==> config.mk <==
export PLATFORM = sky130hd
export DESIGN_NAME = imm_encoder
export DESIGN_NICKNAME = d
export VERILOG_FILES = /design/src/rtl/imm_encoder.sv
export SDC_FILE = /design/constraint.sdc
export NUM_CORES = 1
export LEC_CHECK = 0
export ABC_AREA = 0
export BUFFER_PORTS_ARGS = -buffer_cell sky130_fd_sc_hd__buf_2
export CAP_MARGIN = 20
export CORE_MARGIN = 4
export CORE_UTILIZATION = 53
export CTS_CLUSTER_SIZE = 28
export DETAILED_ROUTE_END_ITERATION = 8
export PLACE_DENSITY = 0.81
export SKIP_LAST_GASP = 1
export SLEW_MARGIN = 40
export SYNTH_ARGS = -nofsm -noshare
export SYNTH_HDL_FRONTEND = slang
export SYNTH_SLANG_ARGS = --single-unit
export TNS_END_PERCENT = 10
==> constraint.sdc <==
create_clock -name clk -period 2.55 [get_ports clk]
set_input_delay 0.255 -clock clk [delete_from_list [all_inputs] [get_ports clk]]
set_output_delay 0.255 -clock clk [all_outputs]
set_load 0.02 [all_outputs]
==> src/rtl/imm_encoder.sv <==
// imm_encoder: packs a 32-bit immediate into the inst[31:7] field for the I/S/B/U/J formats.
// Latency: 2 cycles (S1 request register, S2 encode/check register); throughput 1 per cycle.
// Backpressure: valid/ready. out_ready=0 holds S2, S1 fills behind it, then in_ready drops.
//
// Ports:
//   clk, rst                 clock; synchronous active-low reset
//   in_valid/in_ready        request handshake; ExtenSel (format code) and imm_in (immediate)
//   out_valid/out_ready      result handshake; imm_out (imm_out[k] = inst[k+7]) and err
//   err_cnt, err_clr         saturating count of transferred err=1 results; synchronous clear
module imm_encoder #(
  parameter int CNT_W = 8
) (
  input  logic             clk,
  input  logic             rst,
  input  logic             in_valid,
  output logic             in_ready,
  input  logic [2:0]       ExtenSel,
  input  logic [31:0]      imm_in,
  output logic             out_valid,
  input  logic             out_ready,
  output logic [24:0]      imm_out,
  output logic             err,
  output logic [CNT_W-1:0] err_cnt,
  input  logic             err_clr
);

  localparam logic [2:0] FMT_I = 3'b000;
  localparam logic [2:0] FMT_S = 3'b001;
  localparam logic [2:0] FMT_B = 3'b010;
  localparam logic [2:0] FMT_U = 3'b011;
  localparam logic [2:0] FMT_J = 3'b100;

  localparam logic [CNT_W-1:0] CNT_MAX = '1;
  localparam logic [CNT_W-1:0] CNT_ONE = {{(CNT_W-1){1'b0}}, 1'b1};

  typedef struct packed {
    logic [2:0]  sel;
    logic [31:0] imm;
  } req_t;

  // S1: registered request
  logic  s1_valid;
  req_t  s1_req;

  // S2 load enable: output stage is empty or being drained this cycle
  logic  adv2;

  // Encoder results for the request sitting in S1
  logic [31:0] s1_imm;
  logic [24:0] enc_field;
  logic        enc_bad;

  // Sign-run checks: a range of upper bits that is all zeros or all ones
  logic        run_11_eq;   // imm[31:11], I/S range
  logic        run_12_eq;   // imm[31:12], B range
  logic        run_20_eq;   // imm[31:20], J range

  logic        cnt_hit;

  // ------------------------------------------------------------------
  // Handshake
  // ------------------------------------------------------------------
  assign adv2     = !out_valid || out_ready;
  // Gated by rst so upstream never sees a slot open while reset is held.
  assign in_ready = rst && (!s1_valid || adv2);

  // ------------------------------------------------------------------
  // S1: request register
  // ------------------------------------------------------------------
  always_ff @(posedge clk) begin
    if (!rst) begin
      s1_valid <= 1'b0;
      s1_req   <= '0;
    end else if (in_ready) begin
      // in_ready implies S1 is empty or moving into S2 this edge.
      s1_valid <= in_valid;
      if (in_valid) begin
        s1_req.sel <= ExtenSel;
        s1_req.imm <= imm_in;
      end
    end
  end

  // ------------------------------------------------------------------
  // Encode and representability check (combinational on S1)
  // ------------------------------------------------------------------
  assign s1_imm    = s1_req.imm;
  assign run_11_eq = (&s1_imm[31:11]) || !(|s1_imm[31:11]);
  assign run_12_eq = (&s1_imm[31:12]) || !(|s1_imm[31:12]);
  assign run_20_eq = (&s1_imm[31:20]) || !(|s1_imm[31:20]);

  always_comb begin
    enc_field = '0;
    enc_bad   = 1'b0;
    case (s1_req.sel)
      FMT_I: begin
        enc_bad          = !run_11_eq;
        enc_field[24:13] = s1_imm[11:0];
      end
      FMT_S: begin
        enc_bad          = !run_11_eq;
        enc_field[24:18] = s1_imm[11:5];
        enc_field[4:0]   = s1_imm[4:0];
      end
      FMT_B: begin
        // Byte offset must be halfword aligned; bit 0 is not encoded.
        enc_bad          = !run_12_eq || s1_imm[0];
        enc_field[24]    = s1_imm[12];
        enc_field[23:18] = s1_imm[10:5];
        enc_field[4:1]   = s1_imm[4:1];
        enc_field[0]     = s1_imm[11];
      end
      FMT_U: begin
        enc_bad          = |s1_imm[11:0];
        enc_field[24:5]  = s1_imm[31:12];
      end
      FMT_J: begin
        enc_bad          = !run_20_eq || s1_imm[0];
        enc_field[24]    = s1_imm[20];
        enc_field[23:14] = s1_imm[10:1];
        enc_field[13]    = s1_imm[11];
        enc_field[12:5]  = s1_imm[19:12];
      end
      default: begin
        enc_bad = 1'b1;
      end
    endcase
    // A failed check yields an all-zero field rather than a truncated value.
    if (enc_bad) begin
      enc_field = '0;
    end
  end

  // ------------------------------------------------------------------
  // S2: output register
  // ------------------------------------------------------------------
  always_ff @(posedge clk) begin
    if (!rst) begin
      out_valid <= 1'b0;
      imm_out   <= '0;
      err       <= 1'b0;
    end else if (adv2) begin
      out_valid <= s1_valid;
      // Data only moves with a real request so a bubble leaves the last result untouched.
      if (s1_valid) begin
        imm_out <= enc_field;
        err     <= enc_bad;
      end
    end
  end

  // ------------------------------------------------------------------
  // Error counter: counts transferred err=1 results; clear wins over increment
  // ------------------------------------------------------------------
  assign cnt_hit = out_valid && out_ready && err;

  always_ff @(posedge clk) begin
    if (!rst) begin
      err_cnt <= '0;
    end else if (err_clr) begin
      err_cnt <= '0;
    end else if (cnt_hit && (err_cnt != CNT_MAX)) begin
      err_cnt <= err_cnt + CNT_ONE;
    end
  end

endmodule

==> results.md <==
- Fin area: about 3600 um2
- Fraction of registers with async set or reset after synthesis: 0
- Num ports: 76
- Setup Fix Bufs, Post-CTS: 0
- Synth area leader: dfxtp_1
- Number of port buffers: 75
- Slew HR: 0.5069
- Yosys warnings: 0
- Final nets: approximately 500
- CP startpoint kind: flop
- First-pass GRT wire length: 12050 um
- Area grow syn2layout: 17.44%
- Sequential-to-total area share from yosys stat: 0.4629
- Pre-antenna DRT Iters: 5
- Detailed Place HPWL: about 5200 um
- Layout Cells excl Fill: roughly 540
- Initial DRC Count: around 210
- Peak Freq: around 500 MHz
- CP startpoint: s1_imm[12]$_SDFFE_PN0P_
- Post-Place Cells: between 500 and 600
- # diodes: 0
- CP max FO: 26
- # clock sinks: a little over 70
- # rows: 27
- Register area: between 1000 and 1500 um2
- Via count: approximately 2900
- Final setup skew: between 0.008 and 0.009 ns
- Count of final setup violators: 0
- Die Span X: roughly 84 um
- Die Footprint: slightly above 7000 um2
- Root Buffer: clkbuf_8
- Worst R2R End: err$_SDFFE_PN0P_
- Core ar.: about 5600 um2
- Core Util, Final: 0.6469
- Multi-input logic area: 1479 um2
- GP Congestion: slightly above 0.9
- #FFs+latches synth: just over 70
- Power Density: around 610 nW/um2
- Reg2Reg Launch Point: s1_imm[12]$_SDFFE_PN0P_
- Worst-skew pair later-pin latency: around 0.34 ns
- DP Area: between 3000 and 4000 um2
- Top-area cell type share of the netlist area: 0.4629
- Pins over their slew limit: 0
- Worst-path clk slew: roughly 0.070 ns
- Cell count after synthesis: between 300 and 400
- Vias in the first global route: approximately 2700
- Initial core utilization: 0.5508
- Initial antenna violation count: 0
- Tcrit/Tclk final: 0.7854
- Vias/cell: between 5 and 6
- CTS resizes: 0
- Reg2Reg Depth: 5
- Final hold violation count: 0
- Post-Syn Area: between 3000 and 4000 um2
- Global Route Usage Sum: 0.2062
- TNS Setup: 0 ns
- Avg WL per Cell: approximately 13 um
- GRT overflow: 0
- Critical path data arrival time: 2.23 ns
- Die height: 84.12 um
- Share of cells above drive strength 1: 0.2082
- H-tree lvl count: 3
- Remaining antenna violation count after routing: 0
- Clk buf depth: 2
- Hold Crit Class: in2reg
- Critical path class: reg2reg
- RSZ-0062 raised after global routing: false
- Outcome: finished clean
- Cts bufs inserted: 9
- Drc violations: 0
- Peak supply drop: around 420 uV
- Syn Nets: ~440
- Synth top area cells: dfxtp_1 (46%), nand2_1 (14%), o21ai_0 (8.5%)
- Fillcell total: just over 500
- FF-to-FF setup slack: around 0.55 ns
- EDFF count, synth: 0
- Routed wire length: roughly 7000 um
- Syn avg cell area: 7.715 um2
- Worst setup path endpoint: err$_SDFFE_PN0P_
- Yosys cell types: 41
- Data required time of the worst path: 2.78 ns
- Most frequent cell after synthesis: nand2_1
- Largest net degree at the start of global routing: 50
- Final Critical Period: 2.003 ns
- Worst Hold Depth: 3
- Max_cap viols: 0
- Cts hold-fix bufs: 0
- Commonest cells in the netlist: nand2_1 (115), dfxtp_1 (71), o21ai_0 (52)
- P_leak: roughly 0.0014 uW
- Setup crit end kind: flop
- Worst-margin pin slew: about 0.74 ns
- Main synth FF type: dfxtp_1
- CTS tree: done
worst min path at each step:
stage               slack (ns)                      from                       end
floorplan                 0.36                 imm_in[0]    s1_imm[0]$_SDFFE_PN0P_
global placement          0.44   imm_out[4]$_SDFFE_PN0P_   imm_out[4]$_SDFFE_PN0P_
detailed placement        0.44  imm_out[20]$_SDFFE_PN0P_  imm_out[20]$_SDFFE_PN0P_
CTS                        0.1                imm_in[16]   s1_imm[16]$_SDFFE_PN0P_
global route               0.1                 imm_in[3]    s1_imm[3]$_SDFFE_PN0P_
finish                    0.11                 imm_in[3]    s1_imm[3]$_SDFFE_PN0P_
metrics by stage:
| stage | worst slack [ns] | hold WS (ns) | total power (uW) |
|---|---|---|---|
| 3_5_place_dp | 0.4373 | 0.4400 | 1467 |
| 4_1_cts | 0.4058 | 0.09681 | 2204 |
| 3_3_place_gp | 0.4799 | 0.4391 | 1460 |
| 5_1_grt | 0.2937 | 0.09786 | 2291 |
| 2_1_floorplan | 0.5562 | 0.3636 | 1399 |
| 6_report | 0.5472 | 0.1069 | 2194 |
power by group:
group | switching (uW) | internal (uW)
registers | 59.3 | 1160
clock network | 374 | 375
logic | 137 | 93.7
total | 570 | 1620
final cells by class:
class | count | area share
multi-input combinational | 289 | 0.4101
sequential | 71 | 0.3942
timing repair buffer | 81 | 0.1166
clock buffer | 14 | 0.04233
tap | 72 | 0.02498
inverter | 10 | 0.01041
clock inverter | 1 | 0.001388
logic make-up after synthesis:
logic type	after synthesis	synth area share
AND/OR/NAND/NOR	188	0.2702
adder cells (fa/ha/maj)	1	0.004074
multiplexers	2	0.006520
flip-flops	71	0.4629
buffers and inverters	38	0.05583
AO/OA/AOI/OAI	90	0.1777
XOR/XNOR	8	0.02282
sequential cells by signal (all words and copies together), names as in the netlist:
signal and cells:
err 1, err_cnt 8, imm_out 25, out_valid 1
s1_imm 32, s1_req 3, s1_valid 1
cell usage in the layout (no fill, tap or decap), types with 2 or more instances in the layout:
cell and instances:
a21oi_1 6, a22o_1 5, and3_1 2, buf_2 75, buf_4 6, clkbuf_1 4, clkbuf_8 10, dfxtp_1 71
inv_1 10, mux2i_1 2, nand2_1 115, nand2b_1 2, nand3_1 20, nand3b_1 3, nand4_1 6, nor2_1 15
nor2b_1 3, nor3_1 8, nor4_1 6, o21ai_0 52, o221a_2 2, o31ai_1 18, xnor2_1 7
routing by layer:
metal	up-vias	GRT usage	part of all wire
li1	1489	-	-
met1	1275	0.2679	0.46
met2	88	0.3264	0.46
met3	11	0.05429	0.067
met4	0	0.08187	0.016
met5	-	0	0
worst max-delay path, stage by stage (launching register included):
cell,delay (ns)
dfxtp_1,0.34
or4_1,0.56
nor2_1,0.13
a22oi_1,0.10
o221a_2,0.45
o221a_2,0.30
(Power assumes the default switching activity.)
